$ cat config.mk
export PLATFORM = sky130hd
export DESIGN_NAME = inst_fetch
export DESIGN_NICKNAME = d
export VERILOG_FILES = /design/src/rtl/mips_pkg.sv /design/src/rtl/pc_target_calc.sv /design/src/rtl/inst_fetch.sv
export SDC_FILE = /design/constraint.sdc
export NUM_CORES = 1
export LEC_CHECK = 0
export CORE_MARGIN = 3
export CORE_UTILIZATION = 37
export CTS_BUF_LIST = sky130_fd_sc_hd__clkbuf_2
export DETAILED_ROUTE_END_ITERATION = 6
export GPL_TIMING_DRIVEN = 0
export PLACE_DENSITY = 0.65
export SLEW_MARGIN = 0
export SYNTH_ARGS = -nofsm -noshare
export SYNTH_HDL_FRONTEND = slang
export SYNTH_SLANG_ARGS = --single-unit
$ cat constraint.sdc
create_clock -name clk -period 6.62 [get_ports clk]
set_input_delay 1.324 -clock clk [delete_from_list [all_inputs] [get_ports clk]]
set_output_delay 1.324 -clock clk [all_outputs]
set_load 0.01 [all_outputs]
$ cat src/rtl/mips_pkg.sv
// Shared MIPS core types and constants: fetch FSM states, nop encoding, word size.
package mips_pkg;

    typedef enum logic [1:0] {
        ST_BOOT   = 2'd0,
        ST_RUN    = 2'd1,
        ST_BUBBLE = 2'd2
    } fetch_state_t;

    localparam logic [31:0] NOP_INST   = 32'h0000_0000;
    localparam logic [31:0] WORD_BYTES = 32'd4;

endpackage

$ cat src/rtl/pc_target_calc.sv
// Combinational redirect target for the presented instruction: J-type region jump
// when i_jump, otherwise PC-relative branch (sign-extended word offset, wraps mod 2^32).
module pc_target_calc (
    input  logic [31:0] i_instruction,
    input  logic [31:0] i_pc_plus4,
    input  logic        i_jump,
    output logic [31:0] o_target
);

    logic [31:0] w_jump_target;
    logic [31:0] w_branch_target;

    assign w_jump_target   = {i_pc_plus4[31:28], i_instruction[25:0], 2'b00};
    assign w_branch_target = i_pc_plus4 + {{14{i_instruction[15]}}, i_instruction[15:0], 2'b00};
    assign o_target        = i_jump ? w_jump_target : w_branch_target;

endmodule

$ cat src/rtl/inst_fetch.sv
// Instruction fetch: owns the PC, reads a 1-cycle-latency RAM, one-entry skid for stalls.
// INST_FETCH_DELAY_SLOT_EN enables the MIPS branch delay slot; otherwise redirects cost one bubble.
module inst_fetch
    import mips_pkg::*;
#(
    parameter logic [31:0] RESET_PC = 32'h0000_0000
) (
    input  logic        clk,
    input  logic        rst,
    output logic        imem_en,
    output logic [31:0] imem_addr,
    input  logic [31:0] imem_rdata,
    input  logic        stall,
    input  logic        jump,
    input  logic        pcsrc,
    output logic [31:0] instruction,
    output logic        inst_valid,
    output logic [31:0] inst_pc,
    output logic [31:0] inst_pc_plus4
);

    fetch_state_t r_state;
    fetch_state_t w_state_nxt;

    logic [31:0] r_pc_f;
    logic [31:0] r_pc_resp;
    logic        r_resp_pending;
    logic        r_hold_valid;
    logic [31:0] r_hold_inst;
    logic [31:0] r_hold_pc;

    logic        w_redirect;
    logic        w_issue;
    logic [31:0] w_target;

    assign inst_valid    = r_resp_pending | r_hold_valid;
    assign instruction   = r_hold_valid   ? r_hold_inst :
                           r_resp_pending ? imem_rdata  : NOP_INST;
    assign inst_pc       = r_hold_valid ? r_hold_pc : r_pc_resp;
    assign inst_pc_plus4 = inst_pc + WORD_BYTES;

    // Decoder outputs only count once the presented instruction is actually accepted.
    assign w_redirect = inst_valid & ~stall & (jump | pcsrc);

    assign imem_en   = w_issue;
    assign imem_addr = r_pc_f;

    pc_target_calc u_target (
        .i_instruction (instruction),
        .i_pc_plus4    (inst_pc_plus4),
        .i_jump        (jump),
        .o_target      (w_target)
    );

    always_comb begin
        w_state_nxt = r_state;
        w_issue     = 1'b0;
        if (r_state != ST_BOOT && !stall) begin
`ifdef INST_FETCH_DELAY_SLOT_EN
            w_issue = 1'b1;
`else
            w_issue = ~w_redirect;
`endif
        end
        case (r_state)
            ST_BOOT:   w_state_nxt = ST_RUN;
            ST_RUN: begin
`ifndef INST_FETCH_DELAY_SLOT_EN
                if (w_redirect) begin
                    w_state_nxt = ST_BUBBLE;
                end
`endif
            end
            ST_BUBBLE: w_state_nxt = ST_RUN;
            default:   w_state_nxt = ST_BOOT;
        endcase
    end

    always_ff @(posedge clk or posedge rst) begin
        if (rst) begin
            r_state        <= ST_BOOT;
            r_pc_f         <= RESET_PC;
            r_pc_resp      <= '0;
            r_resp_pending <= 1'b0;
            r_hold_valid   <= 1'b0;
            r_hold_inst    <= NOP_INST;
            r_hold_pc      <= '0;
        end else begin
            r_state        <= w_state_nxt;
            r_resp_pending <= w_issue;
            if (w_issue) begin
                r_pc_f    <= r_pc_f + WORD_BYTES;
                r_pc_resp <= r_pc_f;
            end
            // Redirect overrides the sequential increment (delay-slot request already issued).
            if (w_redirect) begin
                r_pc_f <= w_target;
            end
            if (r_resp_pending && stall && !r_hold_valid) begin
                r_hold_valid <= 1'b1;
                r_hold_inst  <= imem_rdata;
                r_hold_pc    <= r_pc_resp;
            end else if (!stall) begin
                r_hold_valid <= 1'b0;
            end
        end
    end

endmodule
==> PnR_summary.wiki <==
{| class="wikitable"
! Metric !! Value
|-
| Residual overflow from global routing || 0
|-
| Largest net degree at the start of global routing || 74
|-
| Cells along the critical path || buf_6 > buf_6 > clkbuf_2 > buf_2 > nand2_1 > and2_1 > inv_1 > ha_1 > nor2b_2 > and4_2 > and2_1 > nand4_1 > xnor2_2 > clkdlybuf4s50_1
|-
| Area overhead of the layout relative to synthesis || 27.8%
|-
| Ratio of cells with drive above 1 in the final layout || 14.8%
|-
| Power density relative to cell area || 471 nW/um2
|-
| Final max-slew violation count || 0
|-
| Reg2reg path depth || 22
|-
| Highest fanout seen on the critical path || 19
|-
| Delay of the slowest cell on the worst path || 0.58 ns
|-
| Minimum hold slack || 0.494 ns
|-
| Die Wd || 160 um
|-
| Hold path start || r_state[1]$_DFFE_PP0P_
|-
| Count of input and output buffers || 166
|-
| Max Buffers Root-to-Sink || 2
|-
| Reg area || 3300 um2
|-
| Setup slack after layout || 0.461 ns
|-
| Post-synthesis net count || 993
|-
| Proportion of register bits with asynchronous set or reset after synthesis || 100%
|-
| Clock tree from TritonCTS || built
|-
| Weighted congestion reported at the end of routability-driven placement || 0.933
|-
| Standby leakage power || 4.55 nW
|-
| Launch point of the worst reg-to-reg path || r_hold_valid$_DFFE_PP0P_
|-
| Number of flops mapped to enable cells by yosys || 0
|-
| Library cell occupying the most area in the post-synthesis netlist || sky130_fd_sc_hd__dfrtp_1
|-
| Count of unique library cells instantiated by Yosys || 62
|-
| Req. time, crit path || 5.30 ns
|-
| Overall die area || 25500 um2
|-
| CTS Root Cell || sky130_fd_sc_hd__clkbuf_2
|-
| Number of search-and-repair iterations in the first detailed-routing pass || 5
|-
| Crit share post-route || 93.0%
|-
| Global-route wire length before repair || 45.6 mm
|-
| CP top delay family || buffers and inverters
|-
| Synthesis Warnings || 0
|-
| Ys flop type || sky130_fd_sc_hd__dfrtp_1
|-
| Number of antenna violations at the first check in global routing || 1
|-
| Total Routing Usage GR || 22.9%
|-
| Final net count || 1176
|-
| Filler instances || 2187
|-
| Number of DRC violations after detailed routing || 0
|-
| Outcome || completed
|-
| Shortest clock period the worst path allows after layout || 6.16 ns
|-
| Mapped Area || 8750 um2
|-
| Clock buffer count from CTS || 17
|-
| Worst R2R Setup Slack || 0.87 ns
|-
| Slowest stage cell, crit path || sky130_fd_sc_hd__clkdlybuf4s50_1
|-
| R2R Path End || imem_addr[31]$_DFFE_PP0P_
|-
| Ranking of synthesized cells by area || sky130_fd_sc_hd__dfrtp_1 (38%), sky130_fd_sc_hd__mux2_2 (15%), sky130_fd_sc_hd__nand2_1 (4.7%), sky130_fd_sc_hd__ha_1 (4.6%), sky130_fd_sc_hd__xnor2_1 (4.0%)
|-
| Post-synthesis instance total || 923
|-
| Post-CTS setup buffer count || 0
|-
| Number of endpoints failing setup at the final stage || 0
|-
| Buf+Inv Stages, Crit Path || 6
|-
| Most instantiated library cell after synthesis || sky130_fd_sc_hd__dfrtp_1
|-
| Design Power || 5.27 mW
|-
| Category of the worst setup path capture point || output pin
|-
| Share of the yosys chip area belonging to registers || 37.8%
|-
| WL per Instance || 20.7 um
|-
| Remaining max-slew budget at the tightest pin || 36.4%
|-
| Total cell area at the placement stage || 10800 um2
|-
| Clock Skews || 0.0434 ns
|-
| # hold bufs at CTS || 0
|-
| Sum of net half-perimeters after detailed placement || 23.1 mm
|-
| Top cells by instance count after synthesis || sky130_fd_sc_hd__dfrtp_1 (132), sky130_fd_sc_hd__mux2_2 (113), sky130_fd_sc_hd__nand2_1 (110), sky130_fd_sc_hd__nor2_1 (58), sky130_fd_sc_hd__o21ai_0 (50)
|-
| Depth of the worst hold-timing path || 1
|-
| Worst vdd rail ir drop || 152 uV
|-
| Count of H-tree levels built during CTS || 4
|-
| Flip-flop and latch count after synthesis || 132
|-
| Count of endpoints failing hold in the final timing report || 0
|-
| Initial detailed-routing violation count || 606
|-
| Type of element launching the critical path || register
|-
| Data arrival time of the critical path || 4.84 ns
|-
| Classification of the worst-slack hold path || register to register
|-
| Max-Cap Viols || 0
|-
| Via Count || 7959
|-
| Crit Path Category || register to output pin
|-
| # clock sinks || 132
|-
| Minimum setup slack after placement || -0.644 ns
|-
| Maximum clock frequency || 0.162 GHz
|-
| Setup repair after global routing missed its margin || no
|-
| Post-route cell area || 11200 um2
|-
| Area occupied by multi-input gates || 5160 um2
|-
| Antenna Violating Nets Remaining || 0
|-
| Mean Syn Cell Area || 9.48 um2
|-
| Num rows || 55
|-
| Core outline area || 22900 um2
|-
| Via count of the first global-routing pass || 7845
|-
| Worst Tran Pin Value || 0.954 ns
|-
| IO Pins || 167
|-
| Final cell count without fillers || 1433
|-
| Placed instance count || 1403
|-
| Yosys top cell area share || 37.8%
|-
| Wirelength, routed || 29.7 mm
|-
| Initial cell density of the core || 38.2%
|-
| Clock insertion delay at the later pin of the skew report || 0.73 ns
|-
| Vias per cell || 5.55
|-
| Clock transition at the registers of the reported paths || 0.23 ns
|-
| Die height || 160 um
|-
| End point of the worst hold path || r_state[1]$_DFFE_PP0P_
|}
metal layers:
layer / up-vias / routed length (um) / global-route usage (%)
li1: 3714 / - / -
met1: 3884 / 13400 / 31.7
met2: 327 / 13500 / 36.4
met3: 34 / 2320 / 5.58
met4: 0 / 460 / 5.53
met5: - / 0 / 0
where the power goes:
| part | switching, mW | leakage (nW) | total [mW] | internal, mW |
|---|---|---|---|---|
| sequential | 0.372 | 1.58 | 1.53 | 1.16 |
| clock | 0.324 | 0.186 | 0.651 | 0.327 |
| combinational | 1.58 | 2.79 | 3.09 | 1.51 |
cell type report:
cell class                      count  share of cell area (%)
Antenna cell                        1                  0.0224
Buffer                             47                    1.88
Clock buffer                       19                   0.851
Clock inverter                     13                    2.07
Inverter                           22                   0.795
Multi-Input combinational cell    719                    46.2
Sequential cell                   132                    29.6
Tap cell                          313                    3.50
Timing Repair Buffer              167                    15.1
state kept, by name (all words and copies together), names as in the netlist:
register / count
imem_addr: 32
r_resp_pending: 1
r_state: 2
r_hold_inst: 32
r_hold_pc: 32
r_pc_resp: 32
r_hold_valid: 1
what timing repair did:
item                       CTS  global route
setup endpoints to repair   27             4
gates resized for setup      6             3
pin swaps                    0             0
metrics by stage:
stage | TNS (ns) | util [%]
6_report | 0 | 48.8
5_1_grt | 0 | 48.8
4_1_cts | 0 | 48.7
3_5_place_dp | -4.12 | 47.3
3_3_place_gp | -50.40 | 47.1
2_1_floorplan | 0 | -
cell families (layout without fill, tap and decap cells):
logic type               count (synthesis)  count (layout)  share of synthesized area (%)
AO/OA/AOI/OAI                          192             192                           14.3
flip-flops                             132             132                           37.8
multiplexers                           127             127                           16.1
AND/OR/NAND/NOR                        293             293                           16.1
buffers and inverters                   72             268                           3.40
adder cells (fa/ha/maj)                 33              33                           4.81
XOR/XNOR                                74              74                           7.50
other                                    0               1                              0
layout by cell type (no fill, tap or decap), types with 18 or more instances in the layout:
master,instances
sky130_fd_sc_hd__a22o_1,18
sky130_fd_sc_hd__o21ai_0,50
sky130_fd_sc_hd__nor2_1,58
sky130_fd_sc_hd__a211oi_1,18
sky130_fd_sc_hd__xnor2_1,38
sky130_fd_sc_hd__mux2_2,113
sky130_fd_sc_hd__clkbuf_2,20
sky130_fd_sc_hd__nand3_1,38
sky130_fd_sc_hd__clkbuf_1,35
sky130_fd_sc_hd__a21oi_1,45
sky130_fd_sc_hd__inv_1,20
sky130_fd_sc_hd__ha_1,32
sky130_fd_sc_hd__clkdlybuf4s50_1,166
sky130_fd_sc_hd__nand2_1,110
sky130_fd_sc_hd__xor2_1,33
sky130_fd_sc_hd__dfrtp_1,132
worst max-delay path by stage:
stage,startpoint,endpoint,slack (ns),depth (start not counted)
floorplan,r_hold_valid$_DFFE_PP0P_,imem_addr[31]$_DFFE_PP0P_,1.35,25
global placement,r_hold_valid$_DFFE_PP0P_,imem_addr[31]$_DFFE_PP0P_,-0.65,25
detailed placement,r_hold_valid$_DFFE_PP0P_,imem_addr[31]$_DFFE_PP0P_,-0.64,25
CTS,r_hold_valid$_DFFE_PP0P_,inst_pc_plus4[30],0.17,15
global route,r_hold_valid$_DFFE_PP0P_,inst_pc_plus4[30],0.10,14
finish,r_hold_valid$_DFFE_PP0P_,inst_pc_plus4[30],0.46,14
(Power assumes the default switching activity.)
